`src/rtl/cluster_icache_flush_pkg.sv`:
```
// Shared types and constants for the instruction-cache flush sequencer.
package cluster_icache_flush_pkg;

  typedef enum logic [1:0] {
    StIdle,
    StL1,
    StL0,
    StDone
  } flush_state_e;

  // Widest saturating counter the sequencer is meant to be built with.
  localparam int unsigned SatCntMaxW = 32;

endpackage

```
`src/rtl/cluster_icache_sat_cnt.sv`:
```
// Saturating up-counter with synchronous clear, load and increment.
module cluster_icache_sat_cnt
  import cluster_icache_flush_pkg::*;
#(
  parameter int unsigned Width = 16
) (
  input  logic             clk_i,
  input  logic             rst_i,
  input  logic             clr_i,
  input  logic             load_i,
  input  logic [Width-1:0] load_val_i,
  input  logic             inc_i,
  output logic [Width-1:0] cnt_o
);

  if (Width < 1 || Width > SatCntMaxW) begin : gen_width_chk
    $error("cluster_icache_sat_cnt: Width out of range");
  end

  logic [Width-1:0] cnt_q, cnt_d;

  // Priority: clear, load, increment; increment holds at all-ones.
  always_comb begin
    cnt_d = cnt_q;
    if (clr_i) begin
      cnt_d = '0;
    end else if (load_i) begin
      cnt_d = load_val_i;
    end else if (inc_i && (cnt_q != '1)) begin
      cnt_d = cnt_q + Width'(1);
    end
  end

  always_ff @(posedge clk_i) begin
    if (rst_i) begin
      cnt_q <= '0;
    end else begin
      cnt_q <= cnt_d;
    end
  end

  assign cnt_o = cnt_q;

endmodule

```
`src/rtl/cluster_icache_flush_seq.sv`:
```
// Batches per-port icache flush requests and sequences L1 then L0 flushes
// over valid/ready handshakes, holding each port busy until its flush is done.
module cluster_icache_flush_seq
  import cluster_icache_flush_pkg::*;
#(
  parameter int unsigned NR_FETCH_PORTS = 4,
  parameter bit          L1_FLUSH_EN    = 1'b1,
  parameter int unsigned CYC_W          = 16
) (
  input  logic                      clk_i,
  input  logic                      rst_i,
  input  logic [NR_FETCH_PORTS-1:0] flush_valid_i,
  output logic [NR_FETCH_PORTS-1:0] flush_ready_o,
  output logic                      l1_flush_valid_o,
  input  logic                      l1_flush_ready_i,
  output logic [NR_FETCH_PORTS-1:0] l0_flush_valid_o,
  input  logic [NR_FETCH_PORTS-1:0] l0_flush_ready_i,
  output logic                      busy_o,
  output logic [CYC_W-1:0]          last_flush_cycles_o
);

  localparam int unsigned N = NR_FETCH_PORTS;

  flush_state_e     state_q;
  logic [N-1:0]     pending_q, batch_q, l0_done_q;
  logic [N-1:0]     l0_valid, l0_hs, l0_done_nxt;
  logic [CYC_W-1:0] cyc_cnt, last_cyc_q;
  logic             cyc_load, cyc_inc;

  always_comb begin
    l0_valid    = (state_q == StL0) ? (batch_q & ~l0_done_q) : '0;
    l0_hs       = l0_valid & l0_flush_ready_i;
    l0_done_nxt = l0_done_q | l0_hs;
    cyc_load    = (state_q == StIdle) && (|pending_q);
    cyc_inc     = (state_q != StIdle);
  end

  always_ff @(posedge clk_i) begin
    if (rst_i) begin
      state_q    <= StIdle;
      pending_q  <= '0;
      batch_q    <= '0;
      l0_done_q  <= '0;
      last_cyc_q <= '0;
    end else begin
      // Requests always accumulate; a port already pending or in flight merges.
      pending_q <= pending_q | flush_valid_i;
      unique case (state_q)
        StIdle: begin
          if (|pending_q) begin
            batch_q   <= pending_q;
            pending_q <= flush_valid_i;
            state_q   <= L1_FLUSH_EN ? StL1 : StL0;
          end
        end
        StL1: begin
          if (l1_flush_ready_i) begin
            state_q <= StL0;
          end
        end
        StL0: begin
          l0_done_q <= l0_done_nxt;
          if ((batch_q & ~l0_done_nxt) == '0) begin
            state_q <= StDone;
          end
        end
        StDone: begin
          batch_q    <= '0;
          l0_done_q  <= '0;
          last_cyc_q <= cyc_cnt;
          state_q    <= StIdle;
        end
        default: state_q <= StIdle;
      endcase
    end
  end

  cluster_icache_sat_cnt #(
    .Width(CYC_W)
  ) u_cyc_cnt (
    .clk_i     (clk_i),
    .rst_i     (rst_i),
    .clr_i     (1'b0),
    .load_i    (cyc_load),
    .load_val_i(CYC_W'(1)),
    .inc_i     (cyc_inc),
    .cnt_o     (cyc_cnt)
  );

  assign flush_ready_o       = ~(pending_q | batch_q);
  assign l1_flush_valid_o    = (state_q == StL1);
  assign l0_flush_valid_o    = l0_valid;
  assign busy_o              = (state_q != StIdle);
  assign last_flush_cycles_o = last_cyc_q;

endmodule

```
`config.mk`:
```
export PLATFORM = sky130hd
export DESIGN_NAME = cluster_icache_flush_seq
export DESIGN_NICKNAME = d
export VERILOG_FILES = /design/src/rtl/cluster_icache_flush_pkg.sv /design/src/rtl/cluster_icache_sat_cnt.sv /design/src/rtl/cluster_icache_flush_seq.sv
export SDC_FILE = /design/constraint.sdc
export NUM_CORES = 1
export LEC_CHECK = 0
export ABC_AREA = 1
export ABC_CLOCK_PERIOD_IN_PS = 2500
export CAP_MARGIN = 20
export CORE_MARGIN = 4
export CORE_UTILIZATION = 40
export DETAILED_ROUTE_END_ITERATION = 10
export GPL_ROUTABILITY_DRIVEN = 1
export HOLD_SLACK_MARGIN = 0.03
export PLACE_DENSITY = 0.72
export SLEW_MARGIN = 0
export SYNTH_ARGS = -nofsm -noshare
export SYNTH_HDL_FRONTEND = slang
export SYNTH_SLANG_ARGS = --single-unit
```
`constraint.sdc`:
```
create_clock -name clk_i -period 2.5 [get_ports clk_i]
set_input_delay 0.375 -clock clk_i [delete_from_list [all_inputs] [get_ports clk_i]]
set_output_delay 0.375 -clock clk_i [all_outputs]
set_load 0.1 [all_outputs]
```
**After elaboration in Yosys (flattened, before gate mapping)**

Index checks and enable logic that the tools add are counted.

- Word-level logic and storage cells: 48
- Output and inout bits: 26
- Register bits: 46

- Bitwise logic cells: 9
- Eq/ne operators: 7
- Mux-type cells: 12
- Reduce and logical (&&, ||, !) cells: 12
- Add/subtract/negate cells: 1

Operators with widths:

| kind | number |
|---|---|
| $add 16x1->16 const B | 1 |
| $mux 4 | 4 |
| $ne 16x16->1 const B | 1 |
| $pmux 4 s2 | 2 |
| $and 4x4->4 | 3 |
| $not 4->4 | 3 |
| $or 4x4->4 | 3 |
| $pmux 2 s4 | 1 |
| $reduce_bool 2->1 | 4 |
| $mux 2 | 3 |
| $ne 2x1->1 const B | 3 |
| $eq 2x2->1 const B | 2 |
| $logic_not 4->1 | 1 |
| $reduce_or 4->1 | 1 |
| $reduce_and 3->1 | 1 |
| $eq 2x1->1 const B | 1 |
| $logic_and 1x1->1 | 2 |
| $logic_not 2->1 | 1 |
| $mux 1 | 2 |
| $reduce_and 2->1 | 1 |
| $reduce_or 2->1 | 1 |

**Logic depth before layout (Yosys ltp)**

- Depth after elaboration: 10
- Mapped depth: 10
- Depth with buffers taken out: 10

**Modules after synthesis**

A second synthesis with hierarchy kept.

- Cell total of the unflattened synthesis: 370
- Area total of the unflattened synthesis: 2426.1 µm²

By module, submodules not included:

| module | cells an instance | seq. area each (µm²) | area an instance (µm²) | instances |
|---|---|---|---|---|
| cluster_icache_flush_seq | 169 | 600.6 | 1255.0 | 1 |
| cluster_icache_sat_cnt | 201 | 320.3 | 1171.1 | 1 |

**Least setup slack after synthesis**

OpenSTA, ideal clock, no wires.

- Path type: register to output
- Start point: register state_q[0]
- End point: output l0_flush_valid_o[0]
- Stages on the path, launching flop included: 5
- Data arrival time: 2.027 ns
- Path slack: 0.098 ns
- Buffers on the path: 0
- Required time: 2.125 ns
- Path through: dfxtp_1 > inv_1 > ha_1 > inv_1 > nor2_1

- Longest elaborated chain between the ends: 2

Ends and longest elaborated chain:

| what | line | RTL |
|---|---|---|
| start: declaration | cluster_icache_flush_seq.sv:24 | `flush_state_e state_q;` |
| start signal: assignment | cluster_icache_flush_seq.sv:40 | `state_q <= StIdle;` |
| start signal: assignment | cluster_icache_flush_seq.sv:53 | `state_q <= L1_FLUSH_EN ? StL1 : StL0;` |
| start signal: assignment | cluster_icache_flush_seq.sv:58 | `state_q <= StL0;` |
| $eq 2x2->1 | cluster_icache_flush_seq.sv:31 | `l0_valid = (state_q == StL0) ? (batch_q & ~l0_done_q) : '0;` |
| $mux 4 | cluster_icache_flush_seq.sv:31 |  |
| end: declaration | cluster_icache_flush_seq.sv:16 | `output logic [NR_FETCH_PORTS-1:0] l0_flush_valid_o,` |

No other way between the ends.

**Final worst setup path**

- Start point: register state_q[0]
- End point: output l0_flush_valid_o[2]

Same word-level chain as after synthesis.

==> flow_metrics.tcl <==
set metrics [dict create \
    min_period_ns 2.041 \
    critPathKind "reg -> out" \
    vdd_drop_max_mv 0.4453 \
    rsz0062_at_grt "false" \
    antenna_left 0 \
    drt_iter0_markers 118 \
    start_kind "flop" \
    area_delta_synth_final_pct 21.72 \
    syn-num-nets 315 \
    drv_slew 0 \
    ys_types 22 \
    power_density_nw_per_um2 1050 \
    initial_utilization_pct 41.36 \
    wl_per_cell_um 11.73 \
    grt_pass1_wl_um 8286 \
    viasPerCell 4.812 \
    cts-root-buf "clkbuf_8" \
    grt-busiest-layer "met2" \
    clk_latency_ns 0.29 \
    globalRouteMet3Util_pct 3.215 \
    yosys.area_share.simple_pct 27.60 \
    syn_avg_cell_area_sq_um 7.110 \
    placed_area_sq_um 2496 \
    p_leak_nw 1.072 \
    synth_compound_area_share_pct 16.66 \
    hold_viol 0 \
    fin_nets 354 \
    use_met2_pct 26.85 \
    fin_skew_ns 0.007218 \
    slew_headroom_pct 70.27 \
    wl_um 4796 \
    grt_max_degree 20 \
    core_sq_um 5140 \
    mostFrequentLayoutCells "nand2_1 (58), nor2_1 (49), dfxtp_1 (46), a21oi_1 (37), inv_1 (31)" \
    min_from "l0_done_q[1]$_SDFFE_PP0P_" \
    vias 1968 \
    drc 0 \
    gp_congestion 0.8472 \
    design_area_sq_um 2587 \
    synth_seq_cells 46 \
    antenna_found_initial 0 \
    hpwl_um 3564 \
    arrival_ns 1.67 \
    setup_viol 0 \
    cts_hold_buf 0 \
    htree_levels 2 \
    syn_area_sq_um 2126 \
    synth_top_family_by_area "simple AND/OR/NAND/NOR gates" \
    track_usage_pct 15.98 \
    finalCritPeriodShare_pct 81.66 \
    outcome "completed" \
    gr-total-overflow 0 \
    drv_cap 0 \
    pin_count 37 \
    clock-sinks 46 \
    synth_fa_ha_area_share_pct 2.943 \
    firstDrtPassIters 4 \
    die_w_um 80.90 \
    startpoint "state_q[0]$_SDFFE_PP0P_" \
    layout_commonest_cell "nand2_1" \
    max_freq_ghz 0.4899 \
    r2r_start "u_cyc_cnt.cnt_o[0]$_SDFFE_PP0P_" \
    crit_path_max_fanout 6 \
    numCtsBuffers 5 \
    endpoint_kind "output pin" \
    portBuffers 36 \
    cts_resized 0 \
    cts_tree "built" \
    antenna_cells 0 \
    yosys_warnings 0 \
    min_path_type "reg -> reg" \
    yosysSeqAreaShare_pct 43.32 \
    grt_pass1_vias 1899 \
    dieHeight_um 80.90 \
    tightest_slew_ns 0.4459 \
    met1_usage_pct 20.18 \
    nFillCells 535 \
    clk_path_buf_depth 2 \
    rows 26 \
    seq_area_sq_um 920.9 \
    clk_pin_slew_worst_paths_ns 0.08 \
    multi_input_area_sq_um 1039 \
    synthMuxAreaShare_pct 0 \
    drive_gt1_share_pct 15.93 \
    syn_inst 299 \
    synth_xor_xnor_area_share_pct 1.648 \
    die-area_sq_um 6545 \
    worstPathRequired_ns 2.12 \
    setup_tns_ns 0 \
    post_cts_buffers 0 \
]
[stage by stage]
stage          cells  hold WS [ns]  total power, mW  setup slack [ns]  utilization, %
3_5_place_dp     401        0.4519            2.274            0.7708           48.56
3_3_place_gp     401        0.4416            2.254            0.8386           48.56
6_report         409        0.4577            2.717            0.4586           50.34
2_1_floorplan    299        0.4354            1.995           0.09817               -
5_1_grt          409        0.4883            2.874            0.3342           50.34
4_1_cts          409        0.4631            2.738            0.4456           50.34
[cells by family after synthesis]
kind of cell / after synthesis
AND/OR/NAND/NOR: 134
AO/OA/AOI/OAI: 68
flip-flops: 46
buffers and inverters: 42
adder cells (fa/ha/maj): 5
XOR/XNOR: 4
[worst paths after layout]
kind         slack (ns)  cells after the start                              end
max                0.46                      5              l0_flush_valid_o[2]
max reg2reg        0.85                      8  u_cyc_cnt.cnt_o[7]$_SDFFE_PP0P_
min reg2reg        0.46                      2        l0_done_q[1]$_SDFFE_PP0P_
min                0.46                      2        l0_done_q[1]$_SDFFE_PP0P_
[sequential cells by signal, indices dropped and copies added (netlist names)]
name,cells
state_q,2
last_flush_cycles_o,16
l0_done_q,4
batch_q,4
pending_q,4
u_cyc_cnt.cnt_o,16
[layer usage]
layer | up-vias | routed length [um]
met2 | 41 | 2178
met3 | 7 | 218
met1 | 889 | 2335
met4 | 0 | 64
li1 | 1031 | -
met5 | - | 0
[critical path, stage by stage, from the launching register on]
cell     delay [ns]
dfxtp_1        0.34
inv_1          0.11
ha_1           0.28
inv_1          0.15
nor2_1         0.18
buf_4          0.32
[report_power, final]
group | leakage [nW] | switching, mW | internal, mW | total (mW)
Sequential | 0.374 | 0.0708 | 0.833 | 0.904
Combinational | 0.649 | 1.06 | 0.291 | 1.35
Clock | 0.0482 | 0.242 | 0.223 | 0.465
[cell type report]
type	instances	area share (%)
multi-input combinational	211	40.14
clock buffer	7	3.337
timing repair buffer	39	12.28
sequential	46	35.59
inverter	35	5.077
clock inverter	1	0.1934
tap	70	3.385
[synth_stat cells]
master	instances	area share, %
a21oi_1	37	8.7
o21ai_1	3	0.71
nand3_2	1	0.47
o21ai_0	25	5.9
nand2_1	58	10
clkbuf_1	5	0.88
inv_1	31	5.5
clkbuf_2	1	0.24
ha_1	5	2.9
nor2_4	3	1.6
xor2_1	4	1.6
o21ai_4	1	0.77
nor2_2	3	0.88
buf_6	1	0.53
nand3_1	14	3.3
nand2_2	4	1.2
nor2_1	49	8.7
o22ai_1	2	0.59
nand3_4	1	0.82
inv_2	4	0.71
nor3_2	1	0.47
dfxtp_1	46	43
No activity file was read; power rests on OpenSTA's default activity.
